## config.mk

```make
export PLATFORM = sky130hd
export DESIGN_NAME = bid_collector
export DESIGN_NICKNAME = d
export VERILOG_FILES = /design/src/rtl/bid_collector.sv
export SDC_FILE = /design/constraint.sdc
export NUM_CORES = 1
export LEC_CHECK = 0
export CAP_MARGIN = 0
export CORE_MARGIN = 5
export CORE_UTILIZATION = 45
export DETAILED_ROUTE_END_ITERATION = 12
export DONT_BUFFER_PORTS = 1
export PLACE_DENSITY_LB_ADDON = 0.2
export SLEW_MARGIN = 20
export SYNTH_ARGS = -nofsm -noshare
export SYNTH_HDL_FRONTEND = slang
export SYNTH_SLANG_ARGS = --single-unit
```

## constraint.sdc

```tcl
create_clock -name clk -period 2.8 [get_ports clk]
set_input_delay 0.84 -clock clk [delete_from_list [all_inputs] [get_ports clk]]
set_output_delay 0.84 -clock clk [all_outputs]
set_load 0.1 [all_outputs]
```

## src/rtl/bid_collector.sv

```systemverilog
// Auction bid collector: gathers one round of tagged bids into a stable vector
// for argmax10, then captures the winner into a registered result record.
module bid_collector #(
  parameter int N_BIDDERS   = 10,
  parameter int BID_W       = 17,
  parameter int ID_W        = 4,
  parameter int TIMEOUT     = 64,
  parameter int EVAL_CYCLES = 1
) (
  input  logic                            clk,
  input  logic                            rst,
  input  logic                            in_valid,
  output logic                            in_ready,
  input  logic [ID_W-1:0]                 in_id,
  input  logic [BID_W-1:0]                in_bid,
  output logic [N_BIDDERS-1:0][BID_W-1:0] bids,
  input  logic [ID_W-1:0]                 winner_in,
  output logic                            res_valid,
  input  logic                            res_ready,
  output logic [ID_W-1:0]                 res_winner,
  output logic [BID_W-1:0]                res_bid,
  output logic [ID_W-1:0]                 res_count,
  output logic                            res_timeout
);

  localparam int TW = (TIMEOUT > 1) ? $clog2(TIMEOUT) : 1;

  typedef enum logic [1:0] {COLLECT, EVAL, RESULT} state_t;

  state_t               state_reg;
  logic                 in_ready_reg;
  logic                 res_valid_reg;
  logic [ID_W-1:0]      res_winner_reg;
  logic [BID_W-1:0]     res_bid_reg;
  logic [ID_W-1:0]      res_count_reg;
  logic                 res_timeout_reg;
  logic [N_BIDDERS-1:0] mask_reg;
  logic [ID_W-1:0]      count_reg;
  logic [TW-1:0]        timer_reg;
  logic                 timer_active_reg;
  logic [3:0]           eval_cnt_reg;
  logic                 timeout_flag_reg;

  logic                 accept_ok;
  logic                 clear_round;
  logic [N_BIDDERS-1:0] slot_wr;
  logic                 new_slot;
  logic [ID_W-1:0]      count_next;
  logic [BID_W-1:0]     win_bid;

  // Out-of-range IDs still complete the handshake but never reach a slot.
  assign accept_ok   = in_valid && in_ready_reg && (in_id < ID_W'(N_BIDDERS));
  assign clear_round = (state_reg == RESULT) && res_ready;
  assign new_slot    = |(slot_wr & ~mask_reg);
  assign count_next  = count_reg + ID_W'(new_slot);

  generate
    for (genvar gi = 0; gi < N_BIDDERS; gi++) begin : g_slot
      logic [BID_W-1:0] slot_reg;

      assign slot_wr[gi] = accept_ok && (in_id == ID_W'(gi));
      assign bids[gi]    = slot_reg;

      always_ff @(posedge clk or negedge rst) begin
        if (!rst) begin
          slot_reg <= '0;
        end else if (clear_round) begin
          slot_reg <= '0;
        end else if (slot_wr[gi]) begin
          slot_reg <= in_bid;
        end
      end
    end
  endgenerate

  // A winner index past the last slot selects nothing and yields a zero bid.
  always_comb begin
    win_bid = '0;
    for (int i = 0; i < N_BIDDERS; i++) begin
      if (winner_in == ID_W'(i)) win_bid = bids[i];
    end
  end

  always_ff @(posedge clk or negedge rst) begin
    if (!rst) begin
      state_reg        <= COLLECT;
      in_ready_reg     <= 1'b1;
      res_valid_reg    <= 1'b0;
      res_winner_reg   <= '0;
      res_bid_reg      <= '0;
      res_count_reg    <= '0;
      res_timeout_reg  <= 1'b0;
      mask_reg         <= '0;
      count_reg        <= '0;
      timer_reg        <= '0;
      timer_active_reg <= 1'b0;
      eval_cnt_reg     <= '0;
      timeout_flag_reg <= 1'b0;
    end else begin
      case (state_reg)
        COLLECT: begin
          mask_reg  <= mask_reg | slot_wr;
          count_reg <= count_next;
          if (accept_ok && !timer_active_reg) begin
            timer_active_reg <= 1'b1;
            timer_reg        <= '0;
          end else if (timer_active_reg) begin
            timer_reg <= timer_reg + 1'b1;
          end
          // Filling the last slot wins over a coincident timeout.
          if (count_next == ID_W'(N_BIDDERS)) begin
            state_reg        <= EVAL;
            in_ready_reg     <= 1'b0;
            eval_cnt_reg     <= '0;
            timeout_flag_reg <= 1'b0;
          end else if (timer_active_reg && timer_reg == TW'(TIMEOUT - 1)) begin
            state_reg        <= EVAL;
            in_ready_reg     <= 1'b0;
            eval_cnt_reg     <= '0;
            timeout_flag_reg <= 1'b1;
          end
        end
        EVAL: begin
          if (eval_cnt_reg == 4'(EVAL_CYCLES - 1)) begin
            res_winner_reg  <= winner_in;
            res_bid_reg     <= win_bid;
            res_count_reg   <= count_reg;
            res_timeout_reg <= timeout_flag_reg;
            res_valid_reg   <= 1'b1;
            state_reg       <= RESULT;
          end else begin
            eval_cnt_reg <= eval_cnt_reg + 1'b1;
          end
        end
        RESULT: begin
          if (res_ready) begin
            res_valid_reg    <= 1'b0;
            in_ready_reg     <= 1'b1;
            state_reg        <= COLLECT;
            mask_reg         <= '0;
            count_reg        <= '0;
            timer_reg        <= '0;
            timer_active_reg <= 1'b0;
          end
        end
        default: begin
          state_reg    <= COLLECT;
          in_ready_reg <= 1'b1;
        end
      endcase
    end
  end

  assign in_ready    = in_ready_reg;
  assign res_valid   = res_valid_reg;
  assign res_winner  = res_winner_reg;
  assign res_bid     = res_bid_reg;
  assign res_count   = res_count_reg;
  assign res_timeout = res_timeout_reg;

endmodule

```

==> results of run 1 <==
[final cells by class]
class / count / area, um2
repair buffers: 194 / 1486
inverters: 9 / 33.78
fillers: 2242 / 10890
well taps: 324 / 405.4
flip-flops and latches: 226 / 5660
clock buffers: 40 / 754.5
clock inverters: 4 / 20.02
multi-input cells: 913 / 5213
[routing by layer]
metal / vias to the layer above / global-route usage / share of wire / wire length, um
met4: 0 / 0.07445 / 0.028 / 1137
met3: 68 / 0.08113 / 0.11 / 4322
met1: 4840 / 0.3917 / 0.42 / 17040
met2: 464 / 0.4181 / 0.44 / 17730
met5: - / 0 / 0 / 0
li1: 4600 / - / - / -
[how the worst max path moves through the flow]
stage / end / from / depth (start not counted)
after floorplan: eval_cnt_reg[0] / in_id[1] / 12
after global placement: eval_cnt_reg[0] / in_id[2] / 10
after detailed placement: eval_cnt_reg[0] / in_id[2] / 10
after CTS: eval_cnt_reg[0] / in_ready / 10
after global routing: eval_cnt_reg[0] / in_ready / 11
final: eval_cnt_reg[0] / in_ready / 10
[power groups by stage]
stage                     clock (mW)  combinational (mW)  sequential (mW)
after floorplan                    0               0.150             3.34
after CTS                       3.21               0.146             3.27
after global placement             0               0.136             3.33
final                           3.17               0.146             3.27
after global routing            3.36               0.157             3.27
after detailed placement           0               0.137             3.33
[repair_timing]
item,in CTS,in global routing
hold endpoints to repair,8,0
setup endpoints to repair,7,7
resized for setup,13,9
setup buffers,2,0
pin swaps,9,7
hold buffers,2,0
[placed cells by master (no fill, tap or decap), types with 16 or more instances in the layout]
cell type  instances
mux2i_1           40
nand2_1          354
o21ai_0           22
nor2_1            38
buf_4            190
dfrtp_1          225
a21oi_1          178
o21ai_1           16
clkbuf_16         27
nor2b_1           19
[kinds of logic after synthesis]
group           share of synthesized area
compound gates                     0.1778
xor+xnor                         0.003893
mux                               0.03558
fa+ha+maj                        0.005560
simple gates                       0.2262
buf+inv                           0.04826
flops                              0.5027
[per-stage QoR]
step / total power [mW] / instance area, um2 / hold WS [ns] / util
final: 6.582 / 13570 / 0.02185 / 0.5549
after CTS: 6.625 / 13510 / 0.005196 / 0.5524
after global routing: 6.781 / 13570 / 0.005956 / 0.5549
after floorplan: 3.491 / 11320 / 0.4395 / -
after global placement: 3.464 / 12650 / 0.4631 / 0.5170
after detailed placement: 3.465 / 12650 / 0.4710 / 0.5170
==> results.cfg, run 1 <==
[worst_setup_path]
r2r_start = in_ready
crit_family = simple AND/OR/NAND/NOR gates
end_kind = flop
startpoint_type = flop
crit_type = reg2reg
worstPathCellList = nand4b_1 -> or2_4 -> o22a_1 -> nand3_2 -> ha_4 -> ha_4 -> nor2b_1 -> or4b_4 -> o21bai_4 -> a31oi_1
worst-path-buf-inv = 0
timing.rr.end = eval_cnt_reg[0]
cp.arrival_ns = 3.18
worstPathRequired_ns = 3.18
crit_path_max_incr_delay_ns = 0.65
regToRegSetupSlack_ns = -0.004
r2r_cells = 10
path_common_cell = ha_4
cp_slowest_cell = dfstp_4
crit_path_max_fanout = 6

[timing]
rsz0062_at_grt = true
tightest_slew_ns = 1.029
max_slew_margin = 0.3139
fmax_mhz = 356.6
finalClockSkew_ns = 0.007213
finalCriticalPeriod_ns = 2.804
hold_violations = 0
setup_viol = 1
timing.setup.tns_ns = -0.004459
maxSlewViolCount = 0
setup_slack_ns = -0.004459
min_period_over_period = 1.002

[logic_synthesis]
ys_seq_area_frac = 0.5027
synthesis.area_mm2 = 0.01125
synthTopCellsByArea = dfrtp_1 (50%), nand2_1 (12%), a21oi_1 (8.0%)
synth_top_cell_by_area = dfrtp_1
netlist.area_leader.share = 0.5004
ys.warnings.count = 0
ys_ff_latch = 226
syn-instance-count = 1263
synth.most_common_cell = nand2_1
avgSynthCellArea_um2 = 8.909
syn_nets = 1297
yosys_most_used_dff = dfrtp_1
async_flop_share = 1.000
synth_commonest_cells = nand2_1 (355), dfrtp_1 (225), a21oi_1 (179)
synth_edf_count = 0
synthDistinctLibCells = 67

[detailed_routing]
wl_um = 40230
drt_iter0_drc = 1025
vias_per_cell = 5.832
drc = 0
num_vias = 9972
drt-pass1-iter-count = 5
routedWlPerCell_um = 23.52
ant_nets = 0

[global_route]
grt_max_degree = 210
antenna_found_initial = 0
grt_pass1_vias = 9731
overflow = 0
grt_use_total = 0.2768
grt_pass1_wl_um = 61710

[hold_path]
min_path_type = in2async

[placed_design]
pre_cts_slack_ns = -0.6147
dpl.hpwl_um = 26280
place_inst = 1662
gp_congestion = 0.8910
port_buffers = 0

[clock_tree]
numClockSinks = 226
worstSkewPairLatency_ns = 0.53
cts_tree = built
h-tree-depth = 1
cts.clk_slew.worst_paths_ns = 0.06
root_buffer = clkbuf_16
numCtsBuffers = 26
cts_buffer_depth = 3

[floorplan]
dieWidth_um = 168.1
fp-row-count = 57
core_mm2 = 0.02446
dieHeight_um = 168.1
die-area_mm2 = 0.02827
initial_core_util = 0.4600
ios = 227

[power]
swShare = 0.2154
clkPwrFrac = 0.481
power.share.combinational = 0.022
power_density_mw_per_mm2 = 484.9
p_leak_nw = 6.143
p_int_mw = 5.164
ir_drop_mv = 0.4469
sequentialPowerShare = 0.497
power.switching_mw = 1.418

[finish]
instances_no_fill = 1710
drive_above_1_share = 0.1941
nNetsFinal = 1404
area_growth_pct = 20.63
largest_register_ffs = 170
diodes = 0

[run_status]
status = finished with violations
violations = negative setup slack

[flow_run]
cap_violations = 0
No activity file was read; power rests on OpenSTA's default activity.
==> run 2, diff against run 1 <==
- SKIP_CTS_REPAIR_TIMING: default -> 1
==> results.cfg, run 2 (synthesized netlist as in run 1, its figures left out) <==
[worst_setup_path]
cp_slowest_cell = dfstp_4
r2r_cells = 11
cp.arrival_ns = 3.18
path_common_cell = ha_4
timing.rr.end = eval_cnt_reg[0]
crit_path_max_fanout = 6
r2r_start = in_ready
crit_path_max_incr_delay_ns = 0.65
worstPathRequired_ns = 3.17
crit_type = reg2reg
end_kind = flop
regToRegSetupSlack_ns = -0.003
worstPathCellList = nand4b_1 -> buf_4 -> nor3_2 -> a2111oi_4 -> nand3_2 -> ha_4 -> ha_4 -> nor2b_1 -> or4b_4 -> o21bai_4 -> a31oi_1
startpoint_type = flop

[timing]
tightest_slew_ns = 1.033
setup_slack_ns = -0.002730
max_slew_margin = 0.3112
finalCriticalPeriod_ns = 2.803
fmax_mhz = 356.8
timing.setup.tns_ns = -0.004773
hold_violations = 0
rsz0062_at_grt = true
min_period_over_period = 1.001
setup_viol = 2
finalClockSkew_ns = 0.007867
maxSlewViolCount = 0

[clock_tree]
numCtsBuffers = 26
root_buffer = clkbuf_16
h-tree-depth = 1
cts_tree = built
worstSkewPairLatency_ns = 0.53
cts.clk_slew.worst_paths_ns = 0.06
cts_buffer_depth = 3
numClockSinks = 226

[detailed_routing]
vias_per_cell = 5.846
num_vias = 9996
drc = 0
wl_um = 40310
ant_nets = 0
drt_iter0_drc = 921
drt-pass1-iter-count = 7
routedWlPerCell_um = 23.57

[finish]
final_design_area_no_fill_mm2 = 0.01357
nNetsFinal = 1404
area_growth_pct = 20.59
drive_above_1_share = 0.1955
most-common-layout-cells = nand2_1 (354), dfrtp_1 (225), buf_4 (191), a21oi_1 (178), mux2i_1 (40)
diodes = 0
mostFrequentLayoutCell = nand2_1
largest_register_ffs = 170

[power]
swShare = 0.2154
power.share.combinational = 0.022
power.switching_mw = 1.417
p_int_mw = 5.163
ir_drop_mv = 0.4476
sequentialPowerShare = 0.497
power_density_mw_per_mm2 = 485.0
p_leak_nw = 6.144
clkPwrFrac = 0.482

[global_route]
overflow = 0
grt_pass1_vias = 9651
grt_use_total = 0.2752
grt_pass1_wl_um = 61380
grt_max_degree = 227
antenna_found_initial = 0

[placed_design]
port_buffers = 0
gp_congestion = 0.8910
dpl.hpwl_um = 26280
place_area_mm2 = 0.01265

[run_status]
violations = negative setup slack
status = finished with violations

[floorplan]
initial_core_util = 0.4600
dieHeight_um = 168.1
ios = 227
dieWidth_um = 168.1
die-area_mm2 = 0.02827
core_mm2 = 0.02446
fp-row-count = 57

[flow_run]
cap_violations = 0

[hold_path]
min_path_type = in2async
run 2: worst max-delay path, delay by kind of cell, from the launching register on:
family	cells	cell delay [ns]
AND/OR/NAND/NOR	5	1.12
adder cells (fa/ha/maj)	2	0.29
buffers and inverters	1	0.20
AO/OA/AOI/OAI	3	0.38
flip-flops	1	0.65
run 2: power groups by stage:
stage	logic, mW	clock network (mW)	registers, mW
2_1_floorplan	0.150	0	3.34
3_3_place_gp	0.136	0	3.33
3_5_place_dp	0.137	0	3.33
4_1_cts	0.137	3.21	3.27
5_1_grt	0.151	3.36	3.27
6_report	0.142	3.17	3.27
run 2: stage by stage:
stage / setup slack, ns / utilization / instances / power (mW) / hold slack [ns]
floorplan: -0.3358 / - / 1263 / 3.491 / 0.4395
global placement: -0.6163 / 0.5170 / 1662 / 3.464 / 0.4631
detailed placement: -0.6147 / 0.5170 / 1662 / 3.465 / 0.4710
CTS: -0.3312 / 0.5487 / 1706 / 6.616 / -0.003757
global route: -0.1488 / 0.5547 / 1710 / 6.774 / 0.002076
finish: -0.002730 / 0.5547 / 1710 / 6.581 / 0.02077
run 2: worst max-delay path by stage:
stage                     slack (ns)  depth (start not counted)     start              end
after floorplan                -0.34                         12  in_id[1]  eval_cnt_reg[0]
final                         -0.003                         11  in_ready  eval_cnt_reg[0]
after global routing           -0.15                         11  in_ready  eval_cnt_reg[0]
after detailed placement       -0.61                         10  in_id[2]  eval_cnt_reg[0]
after CTS                      -0.33                         10  in_ready  eval_cnt_reg[3]
after global placement         -0.62                         10  in_id[2]  eval_cnt_reg[0]
run 2: metal layers:
metal | routed length [um] | part of all wire | track usage | vias up
met3 | 4075 | 0.10 | 0.07948 | 70
met5 | 0 | 0 | 0 | -
met1 | 17200 | 0.43 | 0.3895 | 4894
met4 | 1113 | 0.028 | 0.07269 | 0
met2 | 17930 | 0.44 | 0.4172 | 434
li1 | - | - | - | 4598
run 2: layout make-up:
class	instances	area, um2
fillers	2240	10890
flip-flops and latches	226	5660
multi-input cells	913	5211
repair buffers	194	1484
clock buffers	40	754.5
well taps	324	405.4
inverters	9	33.78
clock inverters	4	20.02
